File: config.mk
export PLATFORM = sky130hd
export DESIGN_NAME = dmem_ctrl
export DESIGN_NICKNAME = d
export VERILOG_FILES = /design/src/rtl/dmem_ctrl.sv
export SDC_FILE = /design/constraint.sdc
export NUM_CORES = 1
export LEC_CHECK = 0
export ABC_CLOCK_PERIOD_IN_PS = 2400
export CELL_PAD_IN_SITES_DETAIL_PLACEMENT = 0
export CELL_PAD_IN_SITES_GLOBAL_PLACEMENT = 1
export CORE_MARGIN = 5
export CORE_UTILIZATION = 32
export CTS_BUF_LIST = sky130_fd_sc_hd__clkbuf_2 sky130_fd_sc_hd__clkbuf_4 sky130_fd_sc_hd__clkbuf_8
export DETAILED_ROUTE_END_ITERATION = 6
export PLACE_DENSITY = 0.89
export SLEW_MARGIN = 20
export SYNTH_ARGS = -nofsm -noshare
export SYNTH_HDL_FRONTEND = slang
export SYNTH_SLANG_ARGS = --single-unit
File: constraint.sdc
create_clock -name clk -period 2.4 [get_ports clk]
set_input_delay 0.36 -clock clk [delete_from_list [all_inputs] [get_ports clk]]
set_output_delay 0.36 -clock clk [all_outputs]
set_load 0.1 [all_outputs]
File: src/rtl/dmem_ctrl.sv
// dmem_ctrl: bridges the zero-latency data port of a single-cycle MIPS core to a
// variable-latency req/ack data memory. The core is frozen with cpu_stall until the
// access finishes; misaligned accesses and bus timeouts are aborted and flagged on a
// sticky err bit, and acknowledged transactions are counted.
//
// Ports
//   clk        in   clock, all state changes on the rising edge
//   reset      in   synchronous active-low reset
//   cpu_addr   in   byte address from the core (aluout)
//   cpu_wdata  in   store data (writedata)
//   cpu_we     in   store request (memwrite)
//   cpu_re     in   load request (memtoreg)
//   cpu_rdata  out  registered load data to the core (readdata)
//   cpu_stall  out  combinational freeze of core PC/regfile
//   mem_req    out  registered memory request
//   mem_we     out  registered write strobe, 1 = write
//   mem_addr   out  registered word-aligned address
//   mem_wdata  out  registered write data
//   mem_ack    in   one-cycle completion, only meaningful while mem_req = 1
//   mem_rdata  in   read data, valid with mem_ack on reads
//   err        out  sticky error: misaligned access or timeout
//   txn_count  out  count of acknowledged transactions, wraps at 16 bits
module dmem_ctrl #(
  parameter int unsigned TIMEOUT  = 15,
  parameter int unsigned CW       = 4,
  parameter logic [31:0] ERR_DATA = 32'hDEADBEEF
) (
  input  logic        clk,
  input  logic        reset,
  input  logic [31:0] cpu_addr,
  input  logic [31:0] cpu_wdata,
  input  logic        cpu_we,
  input  logic        cpu_re,
  output logic [31:0] cpu_rdata,
  output logic        cpu_stall,
  output logic        mem_req,
  output logic        mem_we,
  output logic [31:0] mem_addr,
  output logic [31:0] mem_wdata,
  input  logic        mem_ack,
  input  logic [31:0] mem_rdata,
  output logic        err,
  output logic [15:0] txn_count
);

  typedef enum logic [1:0] {StIdle, StBusy, StDone} state_e;

  // Last BUSY cycle index before the access is abandoned.
  localparam logic [CW-1:0] CntLast = CW'(TIMEOUT - 1);

  state_e        state_q, state_d;
  logic [CW-1:0] cnt_q, cnt_d;
  logic          mem_req_q, mem_req_d;
  logic          mem_we_q, mem_we_d;
  logic [31:0]   mem_addr_q, mem_addr_d;
  logic [31:0]   mem_wdata_q, mem_wdata_d;
  logic [31:0]   cpu_rdata_q, cpu_rdata_d;
  logic          err_q, err_d;
  logic [15:0]   txn_count_q, txn_count_d;

  logic rq;

  // A simultaneous load+store request is treated as a store.
  assign rq = cpu_we | cpu_re;

  // The DONE cycle is the one cycle in which the core is allowed to commit.
  assign cpu_stall = rq & (state_q != StDone);

  always_comb begin
    state_d     = state_q;
    cnt_d       = cnt_q;
    mem_req_d   = mem_req_q;
    mem_we_d    = mem_we_q;
    mem_addr_d  = mem_addr_q;
    mem_wdata_d = mem_wdata_q;
    cpu_rdata_d = cpu_rdata_q;
    err_d       = err_q;
    txn_count_d = txn_count_q;

    unique case (state_q)
      StIdle: begin
        if (rq) begin
          if (cpu_addr[1:0] == 2'b00) begin
            mem_addr_d  = cpu_addr;
            mem_wdata_d = cpu_wdata;
            mem_we_d    = cpu_we;
            mem_req_d   = 1'b1;
            cnt_d       = '0;
            state_d     = StBusy;
          end else begin
            // Misaligned: never touch memory, complete with an error.
            err_d = 1'b1;
            if (!cpu_we) begin
              cpu_rdata_d = ERR_DATA;
            end
            state_d = StDone;
          end
        end
      end

      StBusy: begin
        // An ack in the timeout cycle still counts as a normal completion.
        if (mem_ack) begin
          mem_req_d = 1'b0;
          mem_we_d  = 1'b0;
          if (!mem_we_q) begin
            cpu_rdata_d = mem_rdata;
          end
          txn_count_d = txn_count_q + 16'd1;
          state_d     = StDone;
        end else if (cnt_q == CntLast) begin
          mem_req_d = 1'b0;
          err_d     = 1'b1;
          if (!mem_we_q) begin
            cpu_rdata_d = ERR_DATA;
          end
          state_d = StDone;
        end else begin
          cnt_d = cnt_q + 1'b1;
        end
      end

      StDone: begin
        state_d = StIdle;
      end

      default: begin
        state_d = StIdle;
      end
    endcase
  end

  always_ff @(posedge clk) begin
    if (!reset) begin
      state_q     <= StIdle;
      cnt_q       <= '0;
      mem_req_q   <= 1'b0;
      mem_we_q    <= 1'b0;
      mem_addr_q  <= '0;
      mem_wdata_q <= '0;
      cpu_rdata_q <= '0;
      err_q       <= 1'b0;
      txn_count_q <= '0;
    end else begin
      state_q     <= state_d;
      cnt_q       <= cnt_d;
      mem_req_q   <= mem_req_d;
      mem_we_q    <= mem_we_d;
      mem_addr_q  <= mem_addr_d;
      mem_wdata_q <= mem_wdata_d;
      cpu_rdata_q <= cpu_rdata_d;
      err_q       <= err_d;
      txn_count_q <= txn_count_d;
    end
  end

  assign mem_req   = mem_req_q;
  assign mem_we    = mem_we_q;
  assign mem_addr  = mem_addr_q;
  assign mem_wdata = mem_wdata_q;
  assign cpu_rdata = cpu_rdata_q;
  assign err       = err_q;
  assign txn_count = txn_count_q;

endmodule
# Yosys cells after proc, flatten, opt, wreduce, memory -nomap -nowiden
# Index checks and enable logic that the tools add are counted.
[totals] regBits=121 wordCells=69 out_inout_bits=116 in_bits=101
[op_classes] addsub=2 eq_ne=13 reduce_logical=11 bitwise=2 muxes=32
[op_table] cell="two-way mux 32 bit" n=7
[op_table] cell="case mux 32 bit (2 select lines)" n=1
[op_table] cell="!= test 2 bit, second input constant" n=10
[op_table] cell="adder 16 x 1 -> 16 bit, second input constant" n=1
[op_table] cell="two-way mux 4 bit" n=4
[op_table] cell="two-way mux 1 bit" n=11
[op_table] cell="AND reduction 5 bit" n=2
[op_table] cell="two-way mux 2 bit" n=4
[op_table] cell="case mux 4 bit (2 select lines)" n=1
[op_table] cell="AND reduction 4 bit" n=2
[op_table] cell="case mux 1 bit (2 select lines)" n=3
[op_table] cell="AND reduction 6 bit" n=1
[op_table] cell="adder 4 x 1 -> 4 bit, second input constant" n=1
[op_table] cell="== test 4 bit, second input constant" n=1
[op_table] cell="logical NOT 2 bit" n=2
[op_table] cell="case mux 2 bit (2 select lines)" n=1
[op_table] cell="AND reduction 2 bit" n=2
[op_table] cell="!= test 3 bit, second input constant" n=1
[op_table] cell="AND reduction 3 bit" n=1
[op_table] cell="== test 2 x 1 -> 1 bit, second input constant" n=1
[op_table] cell="nonzero test 2 bit" n=1
[op_table] cell="AND 1 bit" n=1
[op_table] cell="bitwise OR 1 bit" n=1

# Longest topological paths before layout
[depth] depth_word=4 ltp_mapped=7 depth_no_buf=6

# Worst setup path after synthesis
# No wires, ideal clock.
[synth_timing] kind="reg2out" startpoint="register state_q[0]" endpoint="output port cpu_stall" n_path_buf=0 slack_ps=69 t_arrival_ps=1971 stages_incl_launch_ff=3 t_required_ps=2040 cell_sequence="dfxtp_1 inv_1 a21oi_1"
[synth_via] elab_chain_len=2
[synth_lines] element="start, declared" line_no="51" source="state_e state_q, state_d;"
[synth_lines] element="start signal, assigned" line_no="135" source="state_q <= StIdle;"
[synth_lines] element="start signal, assigned" line_no="145" source="state_q <= state_d;"
[synth_lines] element="!= test 2 bit" line_no="67" source="assign cpu_stall = rq & (state_q != StDone);"
[synth_lines] element="AND 1 bit" line_no="67"
[synth_lines] element="end, declared" line_no="35" source="output logic cpu_stall,"
# No other way between the ends.

# Worst setup path in the final report
# Same ends and word-level chain as after synthesis.

==> metrics <==
status finished, final reports clean; total of max-cap violations 0; CP startpoint kind register; cts repair resizes 0; filler cell count in the final layout about 1,300; Initial Util between 30 and 40%; Leakage ~0.0028 µW; drc violations 0; first-pass GRT wire length roughly 21,000 µm; # port buffers roughly 220; GRT Overall Usage roughly 16%; Syn Inst Count 492; htree depth 4; CTS tree done; crit path time final between 1500 and 2000 ps; Worst-path clk slew around 70 ps; Max Used Layer met4; Highest Clock Rate 0.529 GHz; routed length on met3 1150 µm; YS warnings 0; Post-CTS Hold Buffers 0; Placer Congestion between 0.8 and 0.9; FF-to-FF Start cnt_q[0]$_SDFFE_PN0P_; Finish-stage setup viols 0; Iteration-0 DRC Markers roughly 240; met1 WL around 5200 µm; class of the worst hold path register to register; antenna cells 0; synthesized flop and latch total ~120; routed length on met2 between 6000 and 7000 µm; DRT Wirelength about 13,000 µm; syn avg cell area around 9.0 µm²; share of layout cells above drive strength 1 between 20% and 30%; unique cell type count in the Yosys netlist between 40 and 50; Reg area roughly 0.0024 mm²; ANT nets after route 0; Rows between 40 and 50; TNS Setup 0 ps; CP endpoint kind output pin; Setup Fix Bufs, Post-CTS 0; Layout Nets approximately 810; CP Launch Point state_q[0]$_SDFFE_PN0P_; number of synthesized flops with an enable pin 0; vias in the first global route about 4,300; vias around 4,300; Die X 128 µm; DP Wirelength a little under 10,000 µm; PnR worst setup slack ~510 ps; Slew @ Worst Pin 630 ps; HP Start mem_wdata[12]$_SDFFE_PN0P_; top cells by count, synth 139 x nand2_1, 121 x dfxtp_1, 69 x a21oi_1, 24 x o221a_2, 18 x nor2_1; max-slew violations 0; Syn Std Cell Area 0.00444 mm²; Clk Tree Root Cell clkbuf_8; initial antenna violation count 0; Synth async-reset ratio 0%; Clock Tree Buf Depth 2; full die area between 0.015 and 0.02 mm²; First-pass DRT Iterations 4; CP Max Fanout 9; Yosys top cell area share between 50% and 60%; synth top area cells dfxtp_1 55%, nand2_1 12%, a21oi_1 7.8%; CP Data Required Time 2040 ps; DR vias/cell around 4.8; most common cell in the netlist nand2_1; Top Ports roughly 220; Synth area leader dfxtp_1; Synth Flop Type dfxtp_1; fin crit share 78.8%; maximum vdd drop ~420 µV; wire length per cell roughly 15 µm; Hold WS 455 ps; Final Hold Violating Endpoints 0; total grt overflow 0; Clock Sinks about 120; Mapped Nets between 500 and 600; die extent in y ~130 µm; Rel. slew slack just under 60%; PD cells 761 mW/mm²; register area share after synthesis 54.5%; worst setup path class register to output pin; RSZ-0062 raised after global routing no; largest net degree at the start of global routing 67; Worst Clk Skew between 7 and 8 ps; core region area 0.0138 mm²; pre-CTS setup slack approximately 250 ps; CP arrival 1530 ps; worst skew pair latency around 430 ps; Num CTS Buffers 17; area delta synth->final 54.9%; multi-input logic area 0.00183 mm²
## worst max-delay path, stage by stage (launching register included)
cell and delay (ps):
dfxtp_1 490, inv_1 120, a21oi_1 280, buf_12 210
## power breakdown
group | internal [µW] | total, µW | leakage [µW] | switching [µW]
combinational | 355 | 1210 | 0.00158 | 856
sequential | 2100 | 2160 | 0.000985 | 56.2
clock | 1050 | 1870 | 0.000197 | 818
## path summary, 6_finish.rpt
kind	end	slack, ps	cells past startpoint
worst max-delay path	cpu_stall	510	3
worst min-delay path	mem_wdata[12]$_SDFFE_PN0P_	460	2
worst max register to register	cpu_rdata[19]$_SDFFE_PN0P_	580	7
worst min register to register	mem_wdata[12]$_SDFFE_PN0P_	460	2
## cell families (layout without fill, tap and decap cells)
| group | Yosys count | after routing | share of synthesized area [%] |
|---|---|---|---|
| compound gates | 117 | 117 | 18.0 |
| xor+xnor | 13 | 13 | 2.56 |
| fa+ha+maj | 3 | 3 | 0.845 |
| buf+inv | 38 | 263 | 4.51 |
| flops | 121 | 121 | 54.5 |
| mux | 3 | 3 | 0.676 |
| simple gates | 197 | 197 | 18.9 |
## stage by stage
stage / cell area, µm² / power [µW] / instances / utilization [%]
final: 6880 / 5240 / 897 / 50.0
after global routing: 6880 / 5460 / 897 / 50.0
after CTS: 6880 / 5310 / 897 / 50.0
after detailed placement: 6480 / 3420 / 865 / 47.0
after global placement: 6480 / 3400 / 865 / 47.0
after floorplan: 4440 / 3040 / 492 / -
## layout by cell type, fill, tap and decap left out, types with 4 or more instances in the layout
master           netlist  routed
a21oi_1               69      69
a22o_1                 8       8
and3_1                 4       4
buf_4                  2     123
clkbuf_8               0      18
clkdlybuf4s50_1        0     100
clkinv_2               0       5
clkinvlp_4             0       5
dfxtp_1              121     121
inv_1                  4       4
nand2_1              139     139
nand2b_1               5       5
nand3_1                9       9
nor2_1                18      18
nor3_1                 5       5
o21ai_0                5       5
o221a_2               24      24
or3_1                  4       4
xnor2_1               11      11
## metal layers
layer,vias to the layer above,global-route usage [%]
met5,-,0
met4,0,7.12
met3,20,6.54
met2,156,27.9
met1,2003,17.9
li1,2111,-
## registers in the layout, summed over array words and instances, names as in the netlist, 2 cells and up
name       flops
mem_wdata     32
txn_count     16
cnt_q          4
cpu_rdata     32
mem_addr      32
state_q        2
## final cells by class
type,count,share of cell area (%)
flip-flops and latches,121,35.2
repair buffers,226,28.8
multi-input cells,333,26.5
clock buffers,19,3.71
well taps,180,3.27
clock inverters,13,2.22
inverters,5,0.273
Power figures use the tool's default switching activity.
